--- src/rtl/audio_pkg.sv ---
// Shared audio definitions for the SD-card loader and the I2S player:
// loader state encoding, SDRAM base address and WAV header magic.
package audio_pkg;

   typedef enum logic [2:0] {
      ST_IDLE,
      ST_HEADER,
      ST_LO,
      ST_HI,
      ST_WR_REQ,
      ST_WR_WAIT,
      ST_DONE
   } loader_state_t;

   localparam logic [24:0] AUDIO_BASE_ADDR   = 25'h80000;
   localparam int          WAV_HDR_BYTES     = 44;
   localparam int          AUDIO_MAX_SAMPLES = 2**21;

   // ASCII tags, first character in the most significant byte
   localparam logic [31:0] RIFF_MAGIC = 32'h52494646;
   localparam logic [31:0] WAVE_MAGIC = 32'h57415645;

   function automatic logic [7:0] magicByte(input logic [31:0] magic, input logic [1:0] pos);
      logic [7:0] b;
      case (pos)
         2'd0:    b = magic[31:24];
         2'd1:    b = magic[23:16];
         2'd2:    b = magic[15:8];
         default: b = magic[7:0];
      endcase
      return b;
   endfunction

endpackage

--- src/rtl/wav_hdr_check.sv ---
// WAV header inspection: flags a byte that breaks the RIFF/WAVE tags and
// captures the little-endian data length from the last four header bytes.
module wav_hdr_check
   import audio_pkg::*;
#(
   parameter int HDR_BYTES = WAV_HDR_BYTES,
   parameter int IDX_W     = 6
) (
   input  logic             clk_i,
   input  logic             reset_i,
   input  logic             clear_i,
   input  logic             xfer_i,
   input  logic [IDX_W-1:0] idx_i,
   input  logic [7:0]       byte_i,
   output logic             mismatch_o,
   output logic [31:0]      dataLenNext_o,
   output logic [31:0]      dataLen_o
);

   localparam int LEN_POS = HDR_BYTES - 4;

   logic [31:0] dataLen_q, dataLen_d;
   logic [1:0]  lenSel;
   logic        inLenField;

   assign inLenField = (idx_i >= IDX_W'(LEN_POS)) && (idx_i < IDX_W'(HDR_BYTES));
   assign lenSel     = 2'(idx_i - IDX_W'(LEN_POS));

   // Length bytes arrive LSB first; the merged value is exposed so the loader
   // can decide on an empty file in the same cycle as the last header byte.
   always_comb begin
      dataLen_d = dataLen_q;
      if (xfer_i && inLenField) begin
         dataLen_d[{lenSel, 3'b000} +: 8] = byte_i;
      end
   end

   always_comb begin
      mismatch_o = 1'b0;
      if (idx_i < IDX_W'(4)) begin
         mismatch_o = (byte_i != magicByte(RIFF_MAGIC, idx_i[1:0]));
      end else if ((idx_i >= IDX_W'(8)) && (idx_i < IDX_W'(12))) begin
         mismatch_o = (byte_i != magicByte(WAVE_MAGIC, idx_i[1:0]));
      end
   end

   always_ff @(posedge clk_i) begin
      if (reset_i || clear_i) begin
         dataLen_q <= '0;
      end else begin
         dataLen_q <= dataLen_d;
      end
   end

   assign dataLenNext_o = dataLen_d;
   assign dataLen_o     = dataLen_q;

endmodule

--- src/rtl/audio_sdram_loader.sv ---
// Streams a WAV file into SDRAM: validates and strips the header, packs
// little-endian 16-bit PCM samples and writes one word per address.
module audio_sdram_loader
   import audio_pkg::*;
#(
   parameter logic [24:0] BASE_ADDR   = AUDIO_BASE_ADDR,
   parameter int          HDR_BYTES   = WAV_HDR_BYTES,
   parameter int          MAX_SAMPLES = AUDIO_MAX_SAMPLES
) (
   input  logic        Clk50,
   input  logic        reset,
   input  logic        start,
   input  logic        byte_valid,
   input  logic [7:0]  byte_data,
   output logic        byte_ready,
   input  logic        sdram_Wait,
   input  logic        sdram_ac,
   output logic        sdram_wr,
   output logic [24:0] sdram_addr,
   output logic [15:0] sdram_wdata,
   output logic        busy,
   output logic        load_done,
   output logic        hdr_err,
   output logic [24:0] end_addr
);

   localparam int               IDX_W    = $clog2(HDR_BYTES + 1);
   localparam logic [IDX_W-1:0] LAST_HDR = IDX_W'(HDR_BYTES - 1);
   localparam logic [21:0]      WORD_CAP = 22'(MAX_SAMPLES);

   loader_state_t    state_q;
   logic [IDX_W-1:0] hdrCnt_q;
   logic [31:0]      dataCnt_q;
   logic [21:0]      words_q;
   logic             byteReady_q;
   logic             sdramWr_q;
   logic [24:0]      addr_q;
   logic [15:0]      wdata_q;
   logic             busy_q;
   logic             loadDone_q;
   logic             hdrErr_q;
   logic [24:0]      endAddr_q;

   logic        byteXfer;
   logic        startAccept;
   logic        hdrMismatch;
   logic [31:0] dataLen;
   logic [31:0] dataLenNext;

   assign byteXfer    = byte_valid && byteReady_q;
   assign startAccept = start && ((state_q == ST_IDLE) || (state_q == ST_DONE));

   wav_hdr_check #(
      .HDR_BYTES (HDR_BYTES),
      .IDX_W     (IDX_W)
   ) u_hdrCheck (
      .clk_i         (Clk50),
      .reset_i       (reset),
      .clear_i       (startAccept),
      .xfer_i        (byteXfer && (state_q == ST_HEADER)),
      .idx_i         (hdrCnt_q),
      .byte_i        (byte_data),
      .mismatch_o    (hdrMismatch),
      .dataLenNext_o (dataLenNext),
      .dataLen_o     (dataLen)
   );

   // All outputs are registered and change together with the state, so the
   // SDRAM request, address and data are always mutually consistent.
   always_ff @(posedge Clk50) begin
      if (reset) begin
         state_q     <= ST_IDLE;
         hdrCnt_q    <= '0;
         dataCnt_q   <= '0;
         words_q     <= '0;
         byteReady_q <= 1'b0;
         sdramWr_q   <= 1'b0;
         addr_q      <= BASE_ADDR;
         wdata_q     <= '0;
         busy_q      <= 1'b0;
         loadDone_q  <= 1'b0;
         hdrErr_q    <= 1'b0;
         endAddr_q   <= BASE_ADDR;
      end else begin
         unique case (state_q)
            ST_IDLE, ST_DONE: begin
               if (start) begin
                  state_q     <= ST_HEADER;
                  hdrCnt_q    <= '0;
                  dataCnt_q   <= '0;
                  words_q     <= '0;
                  addr_q      <= BASE_ADDR;
                  loadDone_q  <= 1'b0;
                  hdrErr_q    <= 1'b0;
                  byteReady_q <= 1'b1;
                  busy_q      <= 1'b1;
               end
            end

            ST_HEADER: begin
               if (byteXfer) begin
                  hdrCnt_q <= hdrCnt_q + 1'b1;
                  if (hdrMismatch) begin
                     state_q     <= ST_DONE;
                     hdrErr_q    <= 1'b1;
                     byteReady_q <= 1'b0;
                     busy_q      <= 1'b0;
                  end else if (hdrCnt_q == LAST_HDR) begin
                     if (dataLenNext == '0) begin
                        state_q     <= ST_DONE;
                        loadDone_q  <= 1'b1;
                        endAddr_q   <= BASE_ADDR;
                        byteReady_q <= 1'b0;
                        busy_q      <= 1'b0;
                     end else begin
                        state_q   <= ST_LO;
                        dataCnt_q <= '0;
                     end
                  end
               end
            end

            // An odd-length file ends on a low byte; its high byte is zero.
            ST_LO: begin
               if (byteXfer) begin
                  wdata_q[7:0] <= byte_data;
                  dataCnt_q    <= dataCnt_q + 32'd1;
                  if (dataCnt_q + 32'd1 == dataLen) begin
                     wdata_q[15:8] <= 8'h00;
                     state_q       <= ST_WR_REQ;
                     byteReady_q   <= 1'b0;
                  end else begin
                     state_q <= ST_HI;
                  end
               end
            end

            ST_HI: begin
               if (byteXfer) begin
                  wdata_q[15:8] <= byte_data;
                  dataCnt_q     <= dataCnt_q + 32'd1;
                  state_q       <= ST_WR_REQ;
                  byteReady_q   <= 1'b0;
               end
            end

            ST_WR_REQ: begin
               if (!sdram_Wait) begin
                  sdramWr_q <= 1'b1;
                  state_q   <= ST_WR_WAIT;
               end
            end

            ST_WR_WAIT: begin
               if (sdram_ac) begin
                  sdramWr_q <= 1'b0;
                  addr_q    <= addr_q + 25'd1;
                  words_q   <= words_q + 22'd1;
                  if ((dataCnt_q == dataLen) || (words_q + 22'd1 == WORD_CAP)) begin
                     state_q    <= ST_DONE;
                     endAddr_q  <= addr_q + 25'd1;
                     loadDone_q <= 1'b1;
                     busy_q     <= 1'b0;
                  end else begin
                     state_q     <= ST_LO;
                     byteReady_q <= 1'b1;
                  end
               end
            end

            default: state_q <= ST_IDLE;
         endcase
      end
   end

   assign byte_ready  = byteReady_q;
   assign sdram_wr    = sdramWr_q;
   assign sdram_addr  = addr_q;
   assign sdram_wdata = wdata_q;
   assign busy        = busy_q;
   assign load_done   = loadDone_q;
   assign hdr_err     = hdrErr_q;
   assign end_addr    = endAddr_q;

endmodule
--- config.mk ---
export PLATFORM = sky130hd
export DESIGN_NAME = audio_sdram_loader
export DESIGN_NICKNAME = d
export VERILOG_FILES = /design/src/rtl/audio_pkg.sv /design/src/rtl/wav_hdr_check.sv /design/src/rtl/audio_sdram_loader.sv
export SDC_FILE = /design/constraint.sdc
export NUM_CORES = 1
export LEC_CHECK = 0
export CAP_MARGIN = 20
export CORE_ASPECT_RATIO = 1.1
export CORE_MARGIN = 8
export CORE_UTILIZATION = 55
export CTS_CLUSTER_SIZE = 28
export DETAILED_ROUTE_END_ITERATION = 7
export PLACE_DENSITY = 0.76
export SYNTH_ARGS = -nofsm -noshare
export SYNTH_HDL_FRONTEND = slang
export SYNTH_SLANG_ARGS = --single-unit
--- constraint.sdc ---
create_clock -name Clk50 -period 4.59 [get_ports Clk50]
set_input_delay 0.918 -clock Clk50 [delete_from_list [all_inputs] [get_ports Clk50]]
set_output_delay 0.918 -clock Clk50 [all_outputs]
set_load 0.1 [all_outputs]
Yosys cells after proc, flatten, opt, wreduce, memory -nomap -nowiden
Index checks and enable logic that the tools add are counted.

Register bits: 166. Bits in latches: 0. Memory bits (writable): 0. Memory bits (read-only): 0. Output and inout bits: 71. Memories kept: 0.

$add $sub $neg: 6. Multipliers: 0. Div/mod/pow operators: 0. Magnitude comparators: 5. Eq/ne operators: 31. Shifts and indexed selects: 2. Multiplexer cells: 76. Bitwise operators: 0. Reductions and logical operators: 34.

Operators by type and width (number): $mux W32 (7); $mux W25 (8); $pmux W25 S2 (2); $pmux W32 S3 (1); $eq A32 B32 Y1 (2); $mux W22 (2); $pmux W22 S2 (1); $mux W8 (5); $mux W3 (11); $add A32 B1 Y32 const B (1); $bwmux W32 (1); $logic_not A32 Y1 (1); $shift A8 B7 Y32 const A (1); $shiftx A8 B7 Y32 (1); $reduce_and A7 Y1 (4); $add A25 B1 Y25 const B (1); $mux W1 (25); $ne A2 B2 Y1 const B (12); $add A22 B1 Y22 const B (1); $eq A22 B22 Y1 const B (1); $pmux W3 S6 (1); $mux W16 (1); $ne A8 B8 Y1 (2); $pmux W8 S2 (1); 36 further kinds (61).

Depth between registers and ports, before layout
Depth in word-level cells: 11. Gate-level depth with buffers: 15. Gate-level depth less buffers: 13.

Modules after synthesis
From an unflattened synthesis, not the netlist that was laid out.

Cell total of the unflattened synthesis: 1272. Area, all modules: 9833.2 µm².

By module, submodules not included: audio_sdram_loader (times used 1, cells an instance 1047, area each 8039.0 µm²); wav_hdr_check (times used 1, cells an instance 225, area each 1794.2 µm²).

Worst setup path before layout
No wires, ideal clock.

Kind: register to register. Start: reg byteReady_q, in the netlist byte_ready. End: reg endAddr_q[10], in the netlist end_addr[10]. Arrival time: 3.280 ns. Required time: 4.462 ns. Path slack: 1.182 ns. Cell stages (with the launch flop): 13. Buffers on the path: 3. Period minus slack after synthesis: 3.408 ns. Cells stage by stage: dfxtp_1 > and2_1 > clkbuf_1 > and4_1 > buf_2 > mux2i_1 > nand4_1 > nor4_4 > a21oi_2 > a21oi_4 > buf_4 > mux2i_1 > nor2_1.

Longest elaborated chain between the ends: 7. Elaborated cells on any way between the ends: 8. Those cells by class: 2 x eq/ne; 1 x mux; 5 x reduce/logical.

RTL lines: start, declared (RTL line audio_sdram_loader.sv:35) `logic byteReady_q;`; start signal, assigned (RTL line audio_sdram_loader.sv:76) `byteReady_q <= 1'b0;`; start signal, assigned (RTL line audio_sdram_loader.sv:95) `byteReady_q <= 1'b1;`; start signal, assigned (RTL line audio_sdram_loader.sv:106) `byteReady_q <= 1'b0;`; $logic_and A1 B1 Y1 * (RTL line audio_sdram_loader.sv:50) `assign byteXfer = byte_valid && byteReady_q;`; $logic_and A1 B1 Y1 (RTL line audio_sdram_loader.sv:60) `.xfer_i (byteXfer && (state_q == ST_HEADER)),`; $logic_and A1 B1 Y1 (RTL line wav_hdr_check.sv:33) `if (xfer_i && inLenField) begin`; $mux W32 (RTL line wav_hdr_check.sv:33); $logic_not A32 Y1 (RTL line audio_sdram_loader.sv:109) `if (dataLenNext == '0) begin`; $ne A2 B1 Y1 (no source line); $reduce_and A7 Y1 (no source line) *; end signal, assigned (RTL line audio_sdram_loader.sv:161) `endAddr_q <= addr_q + 25'd1;`; end, declared (RTL line audio_sdram_loader.sv:42) `logic [24:0] endAddr_q;`.

Mark *: on every way between the ends. The rest lies on a longest branch, timed or not. A chain may end at the register's enable or synchronous reset.

Worst setup path in the final report
Start: reg dataCnt_q[0]. End: reg byteReady_q, in the netlist byte_ready.

Longest elaborated chain between the ends: 4. Elaborated cells on any way between the ends: 7. Those cells by class: 1 x add/sub; 4 x eq/ne; 2 x reduce/logical.

RTL lines: start, declared (RTL line audio_sdram_loader.sv:33) `logic [31:0] dataCnt_q;`; start signal, assigned (RTL line audio_sdram_loader.sv:127) `dataCnt_q <= dataCnt_q + 32'd1;`; start signal, assigned (RTL line audio_sdram_loader.sv:141) `dataCnt_q <= dataCnt_q + 32'd1;`; $add A32 B1 Y32 / $eq A32 B32 Y1 (equally long branches) (RTL line audio_sdram_loader.sv:128, audio_sdram_loader.sv:159); $eq A32 B32 Y1 / $logic_or A1 B1 Y1 (equally long branches) (RTL line audio_sdram_loader.sv:128, audio_sdram_loader.sv:159); $ne A2 B2 Y1 (no source line); $reduce_and A10 Y1 (no source line) *; end signal, assigned (RTL line audio_sdram_loader.sv:131) `byteReady_q <= 1'b0;`; end signal, assigned (RTL line audio_sdram_loader.sv:143) `byteReady_q <= 1'b0;`; end signal, assigned (RTL line audio_sdram_loader.sv:166) `byteReady_q <= 1'b1;`.

Marked as above.

==> flow_summary.yaml <==
cells_and_area:
  seqCellArea_mm2: 0.00332
  fill_cells: 1644
  fin_area_mm2: 0.0117
  multi_input_area_mm2: 0.00637
  finish.net_count: 1394
  diodes: 0
  drive_gt1_share_pct: 7.24
  post-route-util_pct: 63.8
  area_growth_pct: 14.1
  stdcell_count: 1624
sta:
  timing.hold.ws_ps: 478
  finalCritPeriodShare_pct: 83.0
  slew_headroom_pct: 30.6
  skew_ps: 17.0
  tns_ps: 0
  worst_slew_pin_slew_ps: 1040
  finalHoldViolations: 0
  slew_viol_final: 0
  setup_viol: 0
  rsz0062_at_grt: "false"
  clock.fmax_ghz: 0.262
  period_minus_slack_ps: 3810
detailed_routing:
  vias: 10100
  route.detailed.drc: 0
  drt_iter0_drc: 840
  drtAntennaViolNets: 0
  detail_route.wl_per_cell_um: 18.5
  first_pass_iters: 8
  avgViaCountPerCell: 6.19
  routed_wl_mm: 30.1
yosys:
  syn-instance-count: 1339
  synth_common_cells: "167 x nor2_1, 166 x dfxtp_1, 139 x nand2_1"
  synth_cell_types: 86
  syn_area_mm2: 0.0103
  async_flop_share_pct: 0
  syn_nets: 1365
  ys_seq_area_share_pct: 32.4
  yosysWarnings: 0
  yosysMostFrequentCell: "nor2_1"
  yosys.area.top_type: "dfxtp_1"
  synth_seq_cells: 166
  synth_edf_count: 0
  synth.top_cell.area_share_pct: 32.4
  synthTopCellsByArea: "dfxtp_1 32%, nor2_1 6.1%, a21oi_1 6.0%"
  synth_ff_type: "dfxtp_1"
  postSynthAreaPerCell_um2: 7.67
setup_path:
  regToRegEndpoint: "byte_ready"
  crit_required_ps: 4880
  reg2reg_from: "dataCnt_q[0]"
  rr_worst_depth: 10
  ff2ff_setup_slack_ps: 780
  startpoint_type: "register"
  critPathKind: "register to register"
  cp-startpoint: "dataCnt_q[0]"
  endpoint_kind: "register"
  crit_arrival_ps: 4100
  crit_fanout: 13
grt:
  antenna_found_initial: 0
  grt_pass1_wl_mm: 48.6
  grt_pass1_vias: 9485
  grt-ovfl-total: 0
  grt_max_degree: 70
  track_usage_pct: 25.2
clocking:
  cts_sinks: 166
  postCtsSetupBuffers: 0
  htreeDepth: 4
  clock_latency_ps: 440
  numCtsBuffers: 17
  cts_root_buf: "clkbuf_16"
  cts_tree: "yes"
  hold_buffers: 0
  cts_resized: 0
  clkTransAtPathRegs_ps: 70
  clk_path_buf_depth: 2
hold_path:
  min_to: "end_addr[4]"
  holdCritPathClass: "register to register"
  hold-path-cell-count: 2
  hold_path.startpoint: "end_addr[4]"
place:
  finalWeightedCongestion: 0.934
  port_buffers: 84
  dp.cells: 1592
  dpl-instance-area_mm2: 0.0111
  dpl.hpwl_mm: 20.8
pwr:
  powerDensity_mw_per_mm2: 380
  ir_drop_mv: 0.384
  leakage_nw: 4.06
floorplan:
  rows: 52
  core-area_mm2: 0.0183
  fp.dieH_um: 159
  start_util_pct: 55.9
  die_x_um: 146
  pin_count: 85
  dieArea_mm2: 0.0233
job:
  drv_cap: 0
run_status:
  status: "complete, no violations"
-- state kept, by name (all words and copies together) (netlist names), 3 cells and up --
| register | count |
|---|---|
| hdrCnt_q | 6 |
| dataCnt_q | 32 |
| sdram_addr | 25 |
| u_hdrCheck.dataLen_o | 32 |
| end_addr | 25 |
| state_q | 3 |
| words_q | 22 |
| sdram_wdata | 16 |
-- final cells by class --
type | instances | area share [%]
Clock buffer | 18 | 3.75
Clock inverter | 14 | 1.51
Inverter | 17 | 0.545
Multi-Input combinational cell | 1058 | 54.4
Sequential cell | 166 | 28.4
Tap cell | 243 | 2.60
Timing Repair Buffer | 108 | 8.80
-- how the worst max path moves through the flow --
stage | to | slack [ps] | cells after the start
6_report | byte_ready | 780 | 10
5_1_grt | dataCnt_q[30] | 520 | 12
4_1_cts | dataCnt_q[19] | 880 | 12
3_5_place_dp | end_addr[6] | 550 | 11
3_3_place_gp | end_addr[7] | 640 | 11
2_1_floorplan | end_addr[10] | 1180 | 12
-- logic make-up after synthesis --
logic type | count (synthesis) | synth area share (%)
xor gates and xnor gates | 81 | 7.05
buffers and inverters | 115 | 5.59
AOI/OAI and AO/OA | 286 | 16.4
adders and majority gates | 12 | 1.46
and+or+nand+nor | 632 | 32.5
DFF | 166 | 32.4
muxes | 47 | 4.68
-- worst max-delay path, stage by stage (launching register included) --
cell and delay [ps]:
dfxtp_1 530, ha_1 350, and3_1 260, and4_1 530
a21oi_1 190, nor4_1 390, nand4_1 210, nor4_1 630
a21oi_1 190, a21boi_0 200, nor3b_2 190
-- report_power, final --
group	internal, mW	total (mW)	switching [mW]	leakage, nW
Sequential	1.48	1.54	0.0584	1.34
Combinational	0.433	1.42	0.985	2.42
Clock	0.803	1.50	0.693	0.305
Total	2.72	4.45	1.74	4.06
-- per-layer routing --
layer | up-vias | track usage, % | routed length (um)
met3 | 65 | 5.71 | 2250
met2 | 412 | 41.8 | 14200
met5 | - | 0 | 0
met4 | 0 | 9.80 | 848
li1 | 4827 | - | -
met1 | 4751 | 31.1 | 12800
-- stage by stage --
stage / total power, mW / worst slack [ps]
CTS: 4.45 / 883
global route: 4.64 / 523
detailed placement: 2.95 / 550
floorplan: 2.60 / 1180
global placement: 2.94 / 636
finish: 4.45 / 779
-- placed cells by master, fill, tap and decap left out, drive strengths merged, types with 6 or more instances in the layout --
| master | count |
|---|---|
| and2 | 35 |
| nor4 | 29 |
| or3 | 15 |
| nand2 | 139 |
| o21ai | 87 |
| dfxtp | 166 |
| nor2b | 7 |
| xor2 | 35 |
| mux2 | 8 |
| clkdlybuf4s50 | 83 |
| buf | 25 |
| and3 | 15 |
| o211ai | 7 |
| clkbuf | 18 |
| nand4 | 47 |
| mux2i | 39 |
| nor3 | 40 |
| nand2b | 15 |
| a22oi | 8 |
| nor3b | 10 |
| ha | 12 |
| nand3 | 56 |
| inv | 26 |
| xnor2 | 45 |
| nor2 | 167 |
| a31oi | 8 |
| and4 | 10 |
| nand4b | 6 |
| nand3b | 17 |
| a21oi | 126 |
| a311oi | 7 |
Note: power is estimated with default switching activity, not from simulation.
